`config.mk`:
```
export PLATFORM = sky130hd
export DESIGN_NAME = lcd_bus_receiver
export DESIGN_NICKNAME = d
export VERILOG_FILES = /design/src/rtl/lcd_bus_receiver_pkg.sv /design/src/rtl/lcd_bus_receiver_nibble_assembler.sv /design/src/rtl/lcd_bus_receiver.sv
export SDC_FILE = /design/constraint.sdc
export NUM_CORES = 1
export LEC_CHECK = 0
export CORE_AREA = 2 2 184 114
export CTS_BUF_LIST = sky130_fd_sc_hd__clkbuf_4
export DETAILED_ROUTE_END_ITERATION = 10
export DIE_AREA = 0 0 186 116
export PLACE_DENSITY = 0.86
export SLEW_MARGIN = 30
export SYNTH_ARGS = -nofsm -noshare
export SYNTH_HDL_FRONTEND = slang
export SYNTH_SLANG_ARGS = --single-unit
```
`constraint.sdc`:
```
create_clock -name Clock -period 2.95 [get_ports Clock]
set_clock_uncertainty 0.15 [all_clocks]
set_input_delay 0.885 -clock Clock [delete_from_list [all_inputs] [get_ports Clock]]
set_output_delay 0.885 -clock Clock [all_outputs]
set_load 0.02 [all_outputs]
```
`src/rtl/lcd_bus_receiver_pkg.sv`:
```
// Shared constants and helpers for the HD44780 4-bit bus receiver:
// command codes, DDRAM line geometry and address-to-shadow-index mapping.
package lcd_bus_receiver_pkg;

    typedef enum logic [1:0] {
        ST_BOOT8 = 2'd0,
        ST_HI    = 2'd1,
        ST_LO    = 2'd2
    } asm_state_e;

    localparam logic [3:0] NIB_MODE4      = 4'h2;

    localparam logic [7:0] CMD_UPPER_MASK = 8'h78;
    localparam int         CMD_SET_ADDR_B = 7;
    localparam int         CMD_ENTRY_B    = 2;
    localparam int         CMD_HOME_B     = 1;
    localparam int         CMD_CLEAR_B    = 0;

    localparam logic [6:0] LINE1_BASE     = 7'h00;
    localparam logic [6:0] LINE2_BASE     = 7'h40;
    localparam logic [6:0] LINE_LEN       = 7'h28;
    localparam logic [6:0] VISIBLE_W      = 7'd16;

    function automatic logic addr_visible(input logic [6:0] a);
        return ((a >= LINE1_BASE) && (a < LINE1_BASE + VISIBLE_W)) ||
               ((a >= LINE2_BASE) && (a < LINE2_BASE + VISIBLE_W));
    endfunction

    function automatic logic [4:0] addr_index(input logic [6:0] a);
        return {a[6], a[3:0]};
    endfunction

    // Steps within a 40-column line and wraps between the two lines.
    function automatic logic [6:0] addr_step(input logic [6:0] a, input logic inc);
        if (inc) begin
            if (a == LINE1_BASE + LINE_LEN - 7'd1) return LINE2_BASE;
            if (a == LINE2_BASE + LINE_LEN - 7'd1) return LINE1_BASE;
            return a + 7'd1;
        end
        if (a == LINE1_BASE) return LINE2_BASE + LINE_LEN - 7'd1;
        if (a == LINE2_BASE) return LINE1_BASE + LINE_LEN - 7'd1;
        return a - 7'd1;
    endfunction

endpackage

```
`src/rtl/lcd_bus_receiver_nibble_assembler.sv`:
```
// Synchronizes the LCD bus, detects E falling edges and pairs nibbles into
// bytes after the 8-bit wake-up sequence.
//
// state    | meaning
// ---------+--------------------------------------------------------
// ST_BOOT8 | 8-bit wake-up; only RS=0 nibble 0x2 leaves (to 4-bit)
// ST_HI    | waiting for the high nibble of a byte
// ST_LO    | high nibble held; next strobe completes the byte
module lcd_nibble_assembler
    import lcd_bus_receiver_pkg::*;
#(
    parameter int SYNC_STAGES = 2
) (
    input  logic       clk,
    input  logic       rst_n,
    input  logic       lcd_e,
    input  logic       lcd_rs,
    input  logic       lcd_rw,
    input  logic [3:0] sf_data,
    output logic       strobe,
    output logic [7:0] data_byte,
    output logic       byte_is_data,
    output logic       byte_valid,
    output logic       proto_err,
    output logic       mode4
);

    // Bus bits travel together: {E, RS, RW, D7..D4}.
    logic [SYNC_STAGES-1:0][6:0] sync_q, sync_d;
    logic [6:0] bus_now;
    logic       e_prev_q, e_prev_d;
    logic       stb, rs, rw;
    logic [3:0] nib;

    asm_state_e state_q, state_d;
    logic [7:0] data_byte_q, data_byte_d;
    logic       is_data_q, is_data_d;
    logic       valid_q, valid_d;
    logic       err_q, err_d;
    logic       strobe_q, strobe_d;
    logic       mode4_q, mode4_d;
    logic [3:0] hi_q, hi_d;
    logic       hi_rs_q, hi_rs_d;

    always_comb begin
        sync_d   = {sync_q[SYNC_STAGES-2:0], {lcd_e, lcd_rs, lcd_rw, sf_data}};
        bus_now  = sync_q[SYNC_STAGES-1];
        e_prev_d = bus_now[6];
        stb      = e_prev_q & ~bus_now[6];
        rs       = bus_now[5];
        rw       = bus_now[4];
        nib      = bus_now[3:0];
    end

    always_ff @(posedge clk or negedge rst_n) begin
        if (!rst_n) begin
            state_q     <= ST_BOOT8;
            sync_q      <= '0;
            e_prev_q    <= 1'b0;
            data_byte_q <= 8'h00;
            is_data_q   <= 1'b0;
            valid_q     <= 1'b0;
            err_q       <= 1'b0;
            strobe_q    <= 1'b0;
            mode4_q     <= 1'b0;
            hi_q        <= 4'h0;
            hi_rs_q     <= 1'b0;
        end else begin
            state_q     <= state_d;
            sync_q      <= sync_d;
            e_prev_q    <= e_prev_d;
            data_byte_q <= data_byte_d;
            is_data_q   <= is_data_d;
            valid_q     <= valid_d;
            err_q       <= err_d;
            strobe_q    <= strobe_d;
            mode4_q     <= mode4_d;
            hi_q        <= hi_d;
            hi_rs_q     <= hi_rs_d;
        end
    end

    always_comb begin
        state_d = state_q;
        if (stb && !rw) begin
            unique case (state_q)
                ST_BOOT8: if (!rs && nib == NIB_MODE4) state_d = ST_HI;
                ST_HI:    state_d = ST_LO;
                ST_LO:    state_d = ST_HI;
                default:  state_d = ST_BOOT8;
            endcase
        end
    end

    always_comb begin
        data_byte_d = data_byte_q;
        is_data_d   = is_data_q;
        valid_d     = 1'b0;
        err_d       = stb & rw;
        strobe_d    = stb;
        mode4_d     = mode4_q;
        hi_d        = hi_q;
        hi_rs_d     = hi_rs_q;
        if (stb && !rw) begin
            case (state_q)
                ST_BOOT8: if (!rs && nib == NIB_MODE4) mode4_d = 1'b1;
                ST_HI: begin
                    hi_d    = nib;
                    hi_rs_d = rs;
                end
                ST_LO: begin
                    data_byte_d = {hi_q, nib};
                    is_data_d   = rs;
                    valid_d     = 1'b1;
                    err_d       = (rs != hi_rs_q);
                end
                default: ;
            endcase
        end
    end

    assign strobe       = strobe_q;
    assign data_byte    = data_byte_q;
    assign byte_is_data = is_data_q;
    assign byte_valid   = valid_q;
    assign proto_err    = err_q;
    assign mode4        = mode4_q;

endmodule

```
`src/rtl/lcd_bus_receiver.sv`:
```
// HD44780 4-bit bus receiver: command decode, DDRAM address counter,
// clear sweep and a 2x16 shadow of the visible characters.
module lcd_bus_receiver
    import lcd_bus_receiver_pkg::*;
#(
    parameter int         SYNC_STAGES = 2,
    parameter logic [7:0] CLEAR_CHAR  = 8'h20
) (
    input  logic       Clock,
    input  logic       Reset,
    input  logic       LCD_E,
    input  logic       LCD_RS,
    input  logic       LCD_RW,
    input  logic [3:0] SF_DATA,
    input  logic [4:0] iRdAddr,
    output logic [7:0] oRdChar,
    output logic [7:0] oByte,
    output logic       oByteIsData,
    output logic       oByteValid,
    output logic       oBusy,
    output logic       oProtoErr,
    output logic       oMode4
);

    logic       asm_strobe, asm_err;

    lcd_nibble_assembler #(
        .SYNC_STAGES (SYNC_STAGES)
    ) u_asm (
        .clk          (Clock),
        .rst_n        (Reset),
        .lcd_e        (LCD_E),
        .lcd_rs       (LCD_RS),
        .lcd_rw       (LCD_RW),
        .sf_data      (SF_DATA),
        .strobe       (asm_strobe),
        .data_byte    (oByte),
        .byte_is_data (oByteIsData),
        .byte_valid   (oByteValid),
        .proto_err    (asm_err),
        .mode4        (oMode4)
    );

    logic [6:0] addr_q, addr_d;
    logic       inc_q, inc_d;
    logic       busy_q, busy_d;
    logic       boot_q, boot_d;
    logic [4:0] sweep_idx_q, sweep_idx_d;
    logic       err_q, err_d;
    logic [7:0] rd_char_q, rd_char_d;
    logic       we;
    logic [4:0] widx;
    logic [7:0] wdata;
    logic [7:0] cell_q [32];

    always_comb begin
        addr_d      = addr_q;
        inc_d       = inc_q;
        busy_d      = busy_q;
        boot_d      = 1'b0;
        sweep_idx_d = sweep_idx_q;
        we          = 1'b0;
        widx        = sweep_idx_q;
        wdata       = CLEAR_CHAR;
        err_d       = asm_err | (asm_strobe & busy_q);
        rd_char_d   = cell_q[iRdAddr];

        if (boot_q) begin
            busy_d      = 1'b1;
            sweep_idx_d = 5'd0;
        end else if (busy_q) begin
            we          = 1'b1;
            sweep_idx_d = sweep_idx_q + 5'd1;
            if (sweep_idx_q == 5'd31) busy_d = 1'b0;
        end else if (oByteValid) begin
            if (oByteIsData) begin
                if (addr_visible(addr_q)) begin
                    we    = 1'b1;
                    widx  = addr_index(addr_q);
                    wdata = oByte;
                end
                addr_d = addr_step(addr_q, inc_q);
            end else if (oByte[CMD_SET_ADDR_B]) begin
                addr_d = oByte[6:0];
            end else if ((oByte & CMD_UPPER_MASK) == 8'h00) begin
                // Function set / display control / shift fall through untouched.
                if (oByte[CMD_ENTRY_B]) begin
                    inc_d = oByte[1];
                end else if (oByte[CMD_HOME_B]) begin
                    addr_d = LINE1_BASE;
                end else if (oByte[CMD_CLEAR_B]) begin
                    addr_d      = LINE1_BASE;
                    inc_d       = 1'b1;
                    busy_d      = 1'b1;
                    sweep_idx_d = 5'd0;
                end
            end
        end
    end

    always_ff @(posedge Clock or negedge Reset) begin
        if (!Reset) begin
            addr_q      <= LINE1_BASE;
            inc_q       <= 1'b1;
            busy_q      <= 1'b0;
            boot_q      <= 1'b1;
            sweep_idx_q <= 5'd0;
            err_q       <= 1'b0;
            rd_char_q   <= 8'h00;
        end else begin
            addr_q      <= addr_d;
            inc_q       <= inc_d;
            busy_q      <= busy_d;
            boot_q      <= boot_d;
            sweep_idx_q <= sweep_idx_d;
            err_q       <= err_d;
            rd_char_q   <= rd_char_d;
        end
    end

    always_ff @(posedge Clock) begin
        if (we) cell_q[widx] <= wdata;
    end

    assign oRdChar   = rd_char_q;
    assign oBusy     = busy_q;
    assign oProtoErr = err_q;

endmodule

```
==> impl_metrics.tcl <==
set metrics [dict create \
    power_mw 8.95 \
    clkTransAtPathRegs_ns 0.06 \
    yosysWarnings 0 \
    cp.arrival_ns 3.07 \
    dieArea_um2 21600 \
    num-nets-final 809 \
    cellPowerDensity_nw_per_um2 614 \
    grt_pass1_vias 7250 \
    setup_viol 2 \
    syn2layout_area_growth_pct 15.9 \
    cts_tree "done" \
    fin_ws_ns -0.00160 \
    rsz0062_at_grt "yes" \
    vias 7273 \
    yosysTopAreaCell "edfxtp_1" \
    drt-total-wl_um 29700 \
    gp_congestion 0.882 \
    synth_edf_count 256 \
    period_needed_ns 2.95 \
    final_common_cell "edfxtp_1" \
    grt_max_degree 48 \
    required_ns 3.07 \
    drtIter0Drc 1152 \
    synth.net_count 679 \
    drc 0 \
    maxCapViolations 0 \
    max_clock_freq_ghz 0.339 \
    drive_gt1_share_pct 35.1 \
    die_w_um 186 \
    post_cts_buffers 0 \
    cts_root_buffer "clkbuf_4" \
    cp_cell_sequence "nor4bb_1, nand2_1, buf_4, nor3_1, o21ai_2, nor2_1" \
    power_leakage_nw 5.26 \
    syn_inst 661 \
    slew_headroom_pct 41.0 \
    max_slew.worst_pin.slew_ns 0.881 \
    initial_core_util_pct 63.6 \
    hpwl_um 19500 \
    path_max_fanout 13 \
    place_area_um2 13600 \
    violations "negative setup slack" \
    yosys.area.top_type_share_pct 61.2 \
    synthFlopType "edfxtp_1" \
    grt_usage_pct 29.6 \
    via_per_inst 6.48 \
    firstDrtPassIters 5 \
    postSynthAreaPerCell_um2 19.0 \
    clock-sinks 315 \
    clk_latency_ns 0.66 \
    ant_nets 0 \
    min_path_type "reg2reg" \
    port_buffers 34 \
    pre_cts_ws_ns -0.0993 \
    syn_area_um2 12600 \
    cpMaxStageDelayCell "nor2_1" \
    core_um2 19800 \
    rows 40 \
    grt-ovfl-total 0 \
    wl_per_cell_um 26.4 \
    antenna_found_initial 1 \
    path_class "reg2reg" \
    numCtsBuffers 72 \
    ys_seq_area_share_pct 72.9 \
    hold_violations 0 \
    clk_path_buf_depth 3 \
    grt_pass1_wl_um 44900 \
    ys_ff_latch 315 \
    end_kind "flip-flop" \
    post-route-period-util_pct 100 \
    path_buf_inv 1 \
    crit_family "simple AND/OR/NAND/NOR gates" \
    slew_violations 0 \
    max-vdd-ir-drop_uv 285 \
    async_flop_share_pct 18.7 \
    ff2ff_setup_slack_ns -0.002 \
    status "finished, violations left" \
    die_height_um 116 \
    final_core_util_pct 73.7 \
    final_cell_area_um2 14600 \
    crit_path_max_incr_delay_ns 0.74 \
    io_pins 35 \
    setup_tns_ns -0.00163 \
    yosysUniqueCellTypes 57 \
    layout_common_cells "edfxtp_1, clkbuf_4, mux4_2, dfrtp_1, buf_4" \
    synth_area_leaders "edfxtp_1, mux4_2, dfrtp_1" \
    cts_max_level 3 \
    start_kind "flip-flop" \
]
==> cell usage after synthesis (2+ instances only) <==
cell,count
nand4_1,2
or3_1,3
nand2_1,19
dfrtp_1,57
ha_1,4
nor3_1,10
a22o_1,2
a21o_1,2
a21oi_1,6
inv_1,7
mux4_2,80
nand3_1,6
o21ai_0,13
clkbuf_1,19
nor2b_1,6
o21ai_1,3
nand2b_1,6
xnor2_1,4
nor4_1,6
buf_2,3
a41oi_1,3
a31oi_1,11
o211ai_1,2
mux2_2,23
and2_1,3
nor2_1,51
nor4b_1,2
buf_1,6
edfxtp_1,256
and3_1,10
dfstp_2,2
buf_4,7
nor3b_1,3
==> kinds of logic after synthesis <==
| group | after synthesis | synth area share, % |
|---|---|---|
| DFF | 315 | 72.9 |
| and+or+nand+nor | 133 | 5.24 |
| muxes | 104 | 16.5 |
| AOI/OAI and AO/OA | 56 | 3.01 |
| buffers and inverters | 43 | 1.58 |
| xor gates and xnor gates | 5 | 0.348 |
| adders and majority gates | 4 | 0.398 |
| other | 1 | 0.0298 |
==> per-stage QoR <==
step                instances  hold slack, ns
detailed placement        989           0.185
global placement          989           0.182
floorplan                 661           0.181
finish                   1123           0.199
CTS                      1122           0.199
global route             1122           0.205
==> sequential cells by signal, indices dropped and copies added, names as in the netlist <==
signal	cells
cell_q	256
oRdChar	8
u_asm.data_byte	8
addr_q	7
u_asm.bus_now	7
u_asm.sync_d	7
sweep_idx_q	5
u_asm.hi_q	4
u_asm.state_q	2
boot_q	1
inc_q	1
oBusy	1
oProtoErr	1
u_asm.byte_is_data	1
u_asm.byte_valid	1
u_asm.e_prev_q	1
u_asm.hi_rs_q	1
u_asm.mode4	1
u_asm.proto_err	1
u_asm.strobe	1
==> where the power goes <==
part / total (mW) / internal (mW) / switching, mW
clock network: 3.55 / 1.89 / 1.66
registers: 4.90 / 4.83 / 0.0706
logic: 0.497 / 0.230 / 0.267
==> layout make-up <==
class | instances | area [um^2]
Sequential cell | 315 | 9170
Fill cell | 1094 | 5200
Multi-Input combinational cell | 303 | 3220
Clock buffer | 117 | 878
Timing Repair Buffer | 92 | 841
Tap cell | 273 | 342
Clock inverter | 15 | 87.6
Inverter | 7 | 26.3
Antenna cell | 1 | 2.50
==> routing by layer <==
layer / wire (um) / share of wire, % / track usage [%]
met4: 633 / 2.1 / 8.61
met5: 13 / 0.044 / 0
met2: 13100 / 44 / 40.7
met3: 4490 / 15 / 11.7
met1: 11400 / 39 / 44.5
==> path summary, 6_finish.rpt <==
check	start	end	depth (start not counted)
max in group asynchronous	Reset	boot_q	3
min in group asynchronous	Reset	u_asm.bus_now[6]	2
min	u_asm.sync_d[9]	u_asm.bus_now[2]	0
max reg2reg	addr_q[5]	cell_q[4][4]	6
min reg2reg	u_asm.sync_d[9]	u_asm.bus_now[2]	0
max	addr_q[5]	cell_q[4][4]	6
==> what timing repair did <==
| action | 4_1_cts | 5_1_grt |
|---|---|---|
| setup endpoints to repair | 16 | 64 |
| endpoints found under the hold margin | 12 | 0 |
| hold buffers | 1 | 0 |
| resized for setup | 1 | 5 |
(Power assumes the default switching activity.)
